[src/rtl/dice_pip_display.sv]
// Display-side consumer of the dice result: tumbling animation with a decelerating
// dwell per step, then settles on the received face; out-of-range values blink all pips.
module dice_pip_display #(
   parameter int TICK_DIV   = 1_000_000,
   parameter int ROLL_STEPS = 12
) (
   input  logic       clk,
   input  logic       reset,
   input  logic       dice_valid,
   input  logic [2:0] dice_in,
   output logic [6:0] pips,
   output logic [2:0] face,
   output logic       busy,
   output logic       done,
   output logic       error
);

   localparam int ROLL_CYC  = TICK_DIV * ROLL_STEPS;
   localparam int BLINK_CYC = 4 * TICK_DIV;
   localparam int DWELL_MAX = (ROLL_CYC > BLINK_CYC) ? ROLL_CYC : BLINK_CYC;
   localparam int DWELL_W   = $clog2(DWELL_MAX);
   localparam int STEP_W    = (ROLL_STEPS > 1) ? $clog2(ROLL_STEPS) : 1;
   localparam logic [31:0] TICK_U     = 32'(TICK_DIV);
   localparam logic [31:0] LAST_STEP  = 32'(ROLL_STEPS - 1);
   localparam logic [31:0] BLINK_LAST = 32'(BLINK_CYC - 1);

   typedef enum logic [1:0] {
      ST_IDLE  = 2'd0,
      ST_ROLL  = 2'd1,
      ST_SHOW  = 2'd2,
      ST_ERROR = 2'd3
   } state_t;

   function automatic logic [6:0] pip_map(input logic [2:0] f);
      logic [6:0] p;
      case (f)
         3'd1:    p = 7'b0001000;
         3'd2:    p = 7'b1000001;
         3'd3:    p = 7'b1001001;
         3'd4:    p = 7'b1100011;
         3'd5:    p = 7'b1101011;
         3'd6:    p = 7'b1110111;
         default: p = 7'b0000000;
      endcase
      return p;
   endfunction

   state_t               state_r, state_s;
   logic [2:0]           target_r, target_s;
   logic [2:0]           face_r, face_s;
   logic [6:0]           pips_r, pips_s;
   logic                 busy_r, busy_s;
   logic                 done_r, done_s;
   logic                 error_r, error_s;
   logic [STEP_W-1:0]    step_r, step_s;
   logic [DWELL_W-1:0]   dwell_r, dwell_s;
   logic [31:0]          dwell_ext_s;
   logic [31:0]          step_limit_s;
   logic [2:0]           face_inc_s;
   logic                 legal_s;

   // Step k ends once the dwell counter reaches TICK_DIV*(k+1)-1.
   assign dwell_ext_s  = 32'(dwell_r);
   assign step_limit_s = TICK_U * (32'(step_r) + 32'd1) - 32'd1;
   assign face_inc_s   = (face_r == 3'd6) ? 3'd1 : face_r + 3'd1;
   assign legal_s      = (dice_in >= 3'd1) && (dice_in <= 3'd6);

   // State and output registers.
   always_ff @(posedge clk or negedge reset) begin
      if (!reset) begin
         state_r  <= ST_IDLE;
         target_r <= 3'd0;
         face_r   <= 3'd0;
         pips_r   <= 7'd0;
         busy_r   <= 1'b0;
         done_r   <= 1'b0;
         error_r  <= 1'b0;
         step_r   <= '0;
         dwell_r  <= '0;
      end else begin
         state_r  <= state_s;
         target_r <= target_s;
         face_r   <= face_s;
         pips_r   <= pips_s;
         busy_r   <= busy_s;
         done_r   <= done_s;
         error_r  <= error_s;
         step_r   <= step_s;
         dwell_r  <= dwell_s;
      end
   end

   // Next-state and next-output logic; loads are ignored only while rolling.
   always_comb begin
      state_s  = state_r;
      target_s = target_r;
      face_s   = face_r;
      pips_s   = pips_r;
      busy_s   = busy_r;
      done_s   = 1'b0;
      error_s  = error_r;
      step_s   = step_r;
      dwell_s  = dwell_r;
      if (dice_valid && (state_r != ST_ROLL)) begin
         step_s  = '0;
         dwell_s = '0;
         if (legal_s) begin
            state_s  = ST_ROLL;
            target_s = dice_in;
            face_s   = 3'd1;
            pips_s   = pip_map(3'd1);
            busy_s   = 1'b1;
            error_s  = 1'b0;
         end else begin
            state_s  = ST_ERROR;
            face_s   = 3'd0;
            pips_s   = 7'h7F;
            busy_s   = 1'b0;
            error_s  = 1'b1;
         end
      end else begin
         case (state_r)
            ST_ROLL: begin
               if (dwell_ext_s == step_limit_s) begin
                  dwell_s = '0;
                  if (32'(step_r) == LAST_STEP) begin
                     state_s = ST_SHOW;
                     face_s  = target_r;
                     pips_s  = pip_map(target_r);
                     busy_s  = 1'b0;
                     done_s  = 1'b1;
                  end else begin
                     step_s = step_r + STEP_W'(1);
                     face_s = face_inc_s;
                     pips_s = pip_map(face_inc_s);
                  end
               end else begin
                  dwell_s = dwell_r + DWELL_W'(1);
               end
            end
            ST_ERROR: begin
               if (dwell_ext_s == BLINK_LAST) begin
                  dwell_s = '0;
                  pips_s  = ~pips_r;
               end else begin
                  dwell_s = dwell_r + DWELL_W'(1);
               end
            end
            ST_IDLE, ST_SHOW: begin
               state_s = state_r;
            end
            default: begin
               state_s = ST_IDLE;
               face_s  = 3'd0;
               pips_s  = 7'd0;
               busy_s  = 1'b0;
               error_s = 1'b0;
            end
         endcase
      end
   end

   assign pips  = pips_r;
   assign face  = face_r;
   assign busy  = busy_r;
   assign done  = done_r;
   assign error = error_r;

endmodule
[config.mk]
export PLATFORM = sky130hd
export DESIGN_NAME = dice_pip_display
export DESIGN_NICKNAME = d
export VERILOG_FILES = /design/src/rtl/dice_pip_display.sv
export SDC_FILE = /design/constraint.sdc
export NUM_CORES = 1
export LEC_CHECK = 0
export ABC_AREA = 1
export CAP_MARGIN = 0
export CORE_MARGIN = 8
export CORE_UTILIZATION = 40
export DETAILED_ROUTE_END_ITERATION = 12
export SLEW_MARGIN = 10
export SYNTH_ARGS = -nofsm -noshare
export SYNTH_HDL_FRONTEND = slang
export SYNTH_SLANG_ARGS = --single-unit
[constraint.sdc]
create_clock -name clk -period 8.8 [get_ports clk]
set_input_delay 1.32 -clock clk [delete_from_list [all_inputs] [get_ports clk]]
set_output_delay 1.32 -clock clk [all_outputs]
set_load 0.02 [all_outputs]
==> impl_results.md, run 1 <==
- Sequential-to-total area share from yosys stat: between 20% and 30%
- Class of the worst hold path: reg2reg
- Buf+Inv Stages, Crit Path: 4
- HPWL Detailed: around 9.6 mm
- Placed cell area: between 0.004 and 0.005 mm²
- Commonest non-fill, non-tap cell in the layout: nand2_1
- Unrepaired setup endpoints after global routing: no
- # H-tree levels: 2
- FMAX: between 150 and 200 MHz
- Grt met1 use: between 20% and 30%
- Vias in the first global route: ~4200
- Routed wire per std cell: around 14 µm
- Post-CTS Hold Buffers: 0
- I/O pin count: 19
- Die Y: approximately 120 µm
- Post-route cell area: 0.00508 mm²
- # fillers: approximately 1200
- Grt total ovfl: 0
- Top cell type's share of synthesized area: approximately 25%
- Slew Viols, Final: 0
- Most frequent cells in the layout: nand2_1, inv_1, nand3_1
- Detailed Route WL: 11.9 mm
- Min Tclk post-route: 5.33 ns
- Max VDD drop: ~0.31 mV
- DRC: 0
- Post-CTS resize count: 0
- Vias: 4341
- TritonCTS Buffers: 5
- Die width: around 120 µm
- Synth-to-layout area growth: 9.11%
- First-pass detailed-route iteration total: 5
- CP Max Fanout: 21
- M2 GR Usage: roughly 28%
- MaxCap Viol Count: 0
- Final setup margin: approximately 3.5 ns
- Synthesized flop and latch total: 46
- Cells taking the most area after synthesis: dfrtp_1, nand2_1, ha_1
- Worst Path Arrival: ~5.5 ns
- Worst Path Required: about 9.0 ns
- Worst path slowest cell: dfrtp_1
- Detailed Route Iter0 Violations: 284
- Skew final: 0.00750 ns
- Setup TNS after final layout: 0 ns
- Clock tree buffer depth: 2
- Starting density of the core: between 40% and 50%
- Core area: between 0.01 and 0.015 mm²
- CP Capture Type: flip-flop
- Synth Cell Area: 0.00466 mm²
- Cell Rows: 39
- Global Route met3 Usage: 2.95%
- Initial antenna violation count: 0
- CP Class: reg2reg
- Worst-path clk slew: ~0.060 ns
- Clock sink total: 46
- Largest net degree at the start of global routing: 47
- Multi-input gate area: just over 0.003 mm²
- Tcrit/Tclk final: a little over 60%
- GRT Total Usage: about 17%
- Worst Tran Pin Value: 0.769 ns
- CP delay by family, top: adder cells
- Antenna viol nets, final: 0
- Final hold violation count: 0
- Critical path launch point type: flip-flop
- CTS tree: done
- Cell count after synthesis: just under 700
- Max stage delay on crit path: around 0.63 ns
- Synth Warn #: 0
- Post-synth cell types: between 40 and 50
- Slew HR: 48.3%
- Layout cells sized above 1: around 11%
- Finish-stage setup viols: 0
- Full die area: 0.0154 mm²
- Post-CTS Setup Inserts: 0
- PortBufs: 18
- Root Buffer: clkbuf_16
- Dpl ws: 3.43 ns
- First-pass GRT wire length: about 20 mm
- Sequential cell area: roughly 0.0012 mm²
- Critical path's most frequent cell: nand2_1
- Grt peak-use layer: met2
- P per Cell Area: ~380 mW/mm²
- Clk_lat worst skew: approximately 0.29 ns
- Final net count: 742
- Avg Inst Size Synth: approximately 7 µm²
- Number of vias per cell: a little over 5
- Synth area leader: dfrtp_1
- Ant. Diodes: 0
- Syn Nets: 725
- Gpl congestion: approximately 0.93
- Run status: completed
- Leak: about 2.5 nW
==> worst min-delay path: cells and delay by family (launching register included) <==
kind          cells  cell delay (ns)
simple gates      2             0.11
flops             1             0.36
==> registers in the layout, indices dropped and copies added (netlist names) <==
signal    count
pips          7
target_r      3
state_r       2
error         1
face          3
dwell_r      24
done          1
step_r        4
busy          1
==> through the flow <==
step / instances / hold WS [ns] / util [%] / power [mW]
3_5_place_dp: 836 / 0.480 / 43.5 / 1.74
4_1_cts: 843 / 0.500 / 44.7 / 1.93
2_1_floorplan: 683 / 0.475 / - / 1.41
5_1_grt: 843 / 0.515 / 44.7 / 2.16
3_3_place_gp: 836 / 0.478 / 43.5 / 1.71
6_report: 843 / 0.495 / 44.7 / 1.92
==> power breakdown <==
group / switching [mW] / internal (mW)
clock network: 0.0786 / 0.104
registers: 0.0491 / 0.260
logic: 0.951 / 0.482
==> Yosys cell counts <==
library cell / count
o21ai_2: 19
nor2_4: 5
buf_4: 1
buf_6: 1
nor2_1: 53
mux2i_4: 1
o21ai_1: 2
nand3b_1: 4
inv_2: 4
nand4_2: 2
o21ai_0: 23
o22ai_1: 2
xor2_1: 22
nand2_4: 6
buf_12: 2
nor4_1: 2
ha_1: 30
nor3_1: 6
and2_1: 1
clkbuf_1: 6
nand2_2: 13
nand3_2: 9
xnor2_1: 2
a21oi_1: 10
nand3_1: 61
clkinv_1: 1
o31ai_1: 1
o21a_1: 1
inv_1: 90
fa_1: 6
nor2_2: 4
a21boi_0: 1
o21bai_1: 1
nand3_4: 1
dfrtp_1: 46
a31oi_1: 4
nor2_8: 1
o211ai_1: 2
nand2_1: 215
or2_2: 4
o221ai_1: 1
o41ai_1: 1
nand4_1: 16
==> cell families (layout without fill, tap and decap cells) <==
logic type	count (synthesis)	count (layout)	share of synthesized area, %
simple gates	403	403	40.8
flops	46	46	24.7
compound gates	68	68	9.48
mux	1	1	0.484
xor+xnor	24	24	4.51
buf+inv	105	122	9.40
fa+ha+maj	36	36	10.6
==> layout make-up <==
| class | count | area share [%] |
|---|---|---|
| inverters | 95 | 7.02 |
| repair buffers | 20 | 3.74 |
| clock buffers | 6 | 2.54 |
| well taps | 143 | 3.52 |
| multi-input cells | 532 | 60.4 |
| flip-flops and latches | 46 | 22.7 |
| clock inverters | 1 | 0.148 |
==> path summary, 6_finish.rpt <==
path | start | to | slack [ns] | depth (start not counted)
max in group asynchronous | reset | dwell_r[22] | 7.24 | 2
max | step_r[0] | dwell_r[3] | 3.47 | 27
max reg2reg | step_r[0] | dwell_r[3] | 3.47 | 27
min | pips[1] | pips[1] | 0.50 | 2
min reg2reg | pips[1] | pips[1] | 0.50 | 2
min in group asynchronous | reset | step_r[1] | 1.12 | 2
==> per-layer routing <==
layer	wire, µm	up-vias
met3	477	15
met1	5690	2006
met2	5520	97
li1	-	2223
met4	204	0
met5	0	-
(Power assumes the default switching activity.)
==> run 2, diff against run 1 <==
Clock period 8.8 ns to 4.9 ns, I/O delays scaled along.
==> impl_results.md, run 2 (synthesis gave the netlist of run 1 again) <==
- Full die area: 0.0154 mm²
- FMAX: ~220 MHz
- Gpl congestion: between 0.9 and 1
- Max VDD drop: 0.602 mV
- Detailed Route Iter0 Violations: 270
- Vias: about 4400
- Dpl ws: ~0.12 ns
- Vias in the first global route: roughly 4300
- Synth-to-layout area growth: 15.3%
- First-pass detailed-route iteration total: 5
- Hold Path Origin: pips[1]
- Run status: completed
- Slew Viols, Final: 0
- Switching share of power: between 50% and 60%
- Max stage delay on crit path: between 0.5 and 0.6 ns
- First-pass GRT wire length: 19.9 mm
- CP Max Fanout: 8
- Unrepaired setup endpoints after global routing: yes
- Setup TNS after final layout: 0 ns
- Cell depth of the worst hold path: 2
- Class of the worst hold path: reg2reg
- Worst reg2reg startpoint: step_r[1]
- Number of vias per cell: between 5 and 6
- Die Y: around 120 µm
- Final net count: 762
- Leak: 2.63 nW
- Skew final: between 0.0015 and 0.002 ns
- Clock power share: around a tenth
- Routed wire per std cell: ~14 µm
- Reg power frac: between 10 and 15%
- Hold Path End: pips[1]
- Detailed Route WL: 11.7 mm
- Gate power share: between 70% and 80%
- Most frequent cells in the layout: nand2_1, inv_1, nand3_1
- Clk_lat worst skew: ~0.29 ns
- CP Capture Type: flip-flop
- Critical path's most frequent cell: nand2_1
- CP Class: reg2reg
- Post-route cell area: 0.00537 mm²
- Largest net degree at the start of global routing: between 40 and 50
- CP delay by family, top: adder cells
- Ant. Diodes: 0
- TritonCTS Buffers: 5
- CP Cell Sequence: buf_4 > nand3_1 > nand2_1 > nand2_2 > buf_4 > ha_1 > fa_1 > fa_1 > ha_1 > a21oi_1 > nand2_1 > a21oi_2 > inv_1 > nand2_1 > a21oi_1 > nor2_1 > xor2_1 > nand2_1 > nor2_4 > nand3_4 > nand2_8 > clkbuf_16 > o21ai_2
- Hold slack: 0.504 ns
- Root Buffer: clkbuf_16
- Worst Path Required: between 5 and 6 ns
- Commonest non-fill, non-tap cell in the layout: nand2_1
- Reg2reg setup slack: 0.26 ns
- Initial antenna violation count: 0
- PortBufs: 18
- Min Tclk post-route: between 4 and 5 ns
- Worst reg2reg path depth: 23
- Core area: 0.0114 mm²
- I/O pin count: 19
- MaxCap Viol Count: 0
- Die width: 124 µm
- Starting density of the core: a little over 40%
- # fillers: around 1200
- P_int: roughly 1.7 mW
- P per Cell Area: between 600 and 700 mW/mm²
- Final hold violation count: 0
- Grt total ovfl: 0
- Fin util: 47.2%
- CTS tree: done
- Clock tree buffer depth: 2
- Antenna viol nets, final: 0
- Buf+Inv Stages, Crit Path: 4
- Worst path slowest cell: fa_1
- Critical path launch point type: flip-flop
- Worst Path Arrival: between 4 and 5 ns
- HPWL Detailed: just over 9 mm
- Crit. Startpoint: step_r[1]
- Cell Rows: 39
- Worst-path clk slew: approximately 0.06 ns
- Final setup margin: around 0.26 ns
- Reg-to-Reg End: dwell_r[11]
- Finish-stage setup viols: 0
- Register name with the most flops: dwell_r
- Non-Filler Instances: ~860
- Design Power: 3.69 mW
- Clock sink total: between 40 and 50
- Max reg flops: 24
- Tcrit/Tclk final: between 90% and 100%
- Layout cells sized above 1: 15.1%
- GRT Total Usage: approximately 16%
- DRC: 0
- # H-tree levels: 2
- Worst Tran Pin Value: 0.794 ns
- Slew HR: 46.6%
- Placed instance count: roughly 850
- Placed cell area: just over 0.005 mm²
- Instance count on the critical path: 23
- NetSw: about 2.0 mW
-- run 2: cell count changes in the layout (fill, tap and decap cells not counted), moves of 2 or more --
| cell | change |
|---|---|
| nor2_2 | +2 |
| ha_4 | +2 |
| nor2_1 | -2 |
| buf_4 | +17 |
| clkinv_2 | +2 |
| ha_1 | -2 |
-- run 2: worst max path at each step --
stage                       end
floorplan            dwell_r[0]
global placement    dwell_r[15]
detailed placement  dwell_r[13]
CTS                 dwell_r[20]
global route         dwell_r[9]
finish              dwell_r[11]
-- run 2: layout make-up --
| cell class | count | area [µm²] | area share, % |
|---|---|---|---|
| inverter | 95 | 359 | 6.69 |
| clock buffer | 5 | 125 | 2.33 |
| multi-input combinational | 532 | 3140 | 58.5 |
| clock inverter | 3 | 40.0 | 0.745 |
| timing repair buffer | 40 | 374 | 6.96 |
| sequential | 46 | 1150 | 21.5 |
| tap | 143 | 179 | 3.33 |
-- run 2: per-layer routing --
layer	part of all wire, %	global-route usage (%)	vias up	wire length (µm)
li1	-	-	2266	-
met1	46	19.9	2052	5330
met2	47	27.2	102	5560
met3	4.6	2.90	18	535
met4	2.4	6.62	0	280
met5	0	0	-	0
-- run 2: worst min-delay path: stages (launching register included) --
cell     delay (ns)
dfrtp_1        0.36
nand2_1        0.06
nand2_1        0.05
-- run 2: what timing repair did --
action                                  in CTS  in global routing
gates resized for setup                      0                 17
hold buffers                                 0                  0
setup buffers                                0                  8
endpoints found under the setup margin       0                 38
-- run 2: power by group through the flow --
stage          combinational [mW]  clock (mW)  sequential (mW)
2_1_floorplan                1.95           0            0.589
3_5_place_dp                 2.60           0            0.540
4_1_cts                      2.62       0.396            0.534
6_report                     2.77       0.385            0.539
5_1_grt                      3.17       0.409            0.549
3_3_place_gp                 2.57           0            0.538
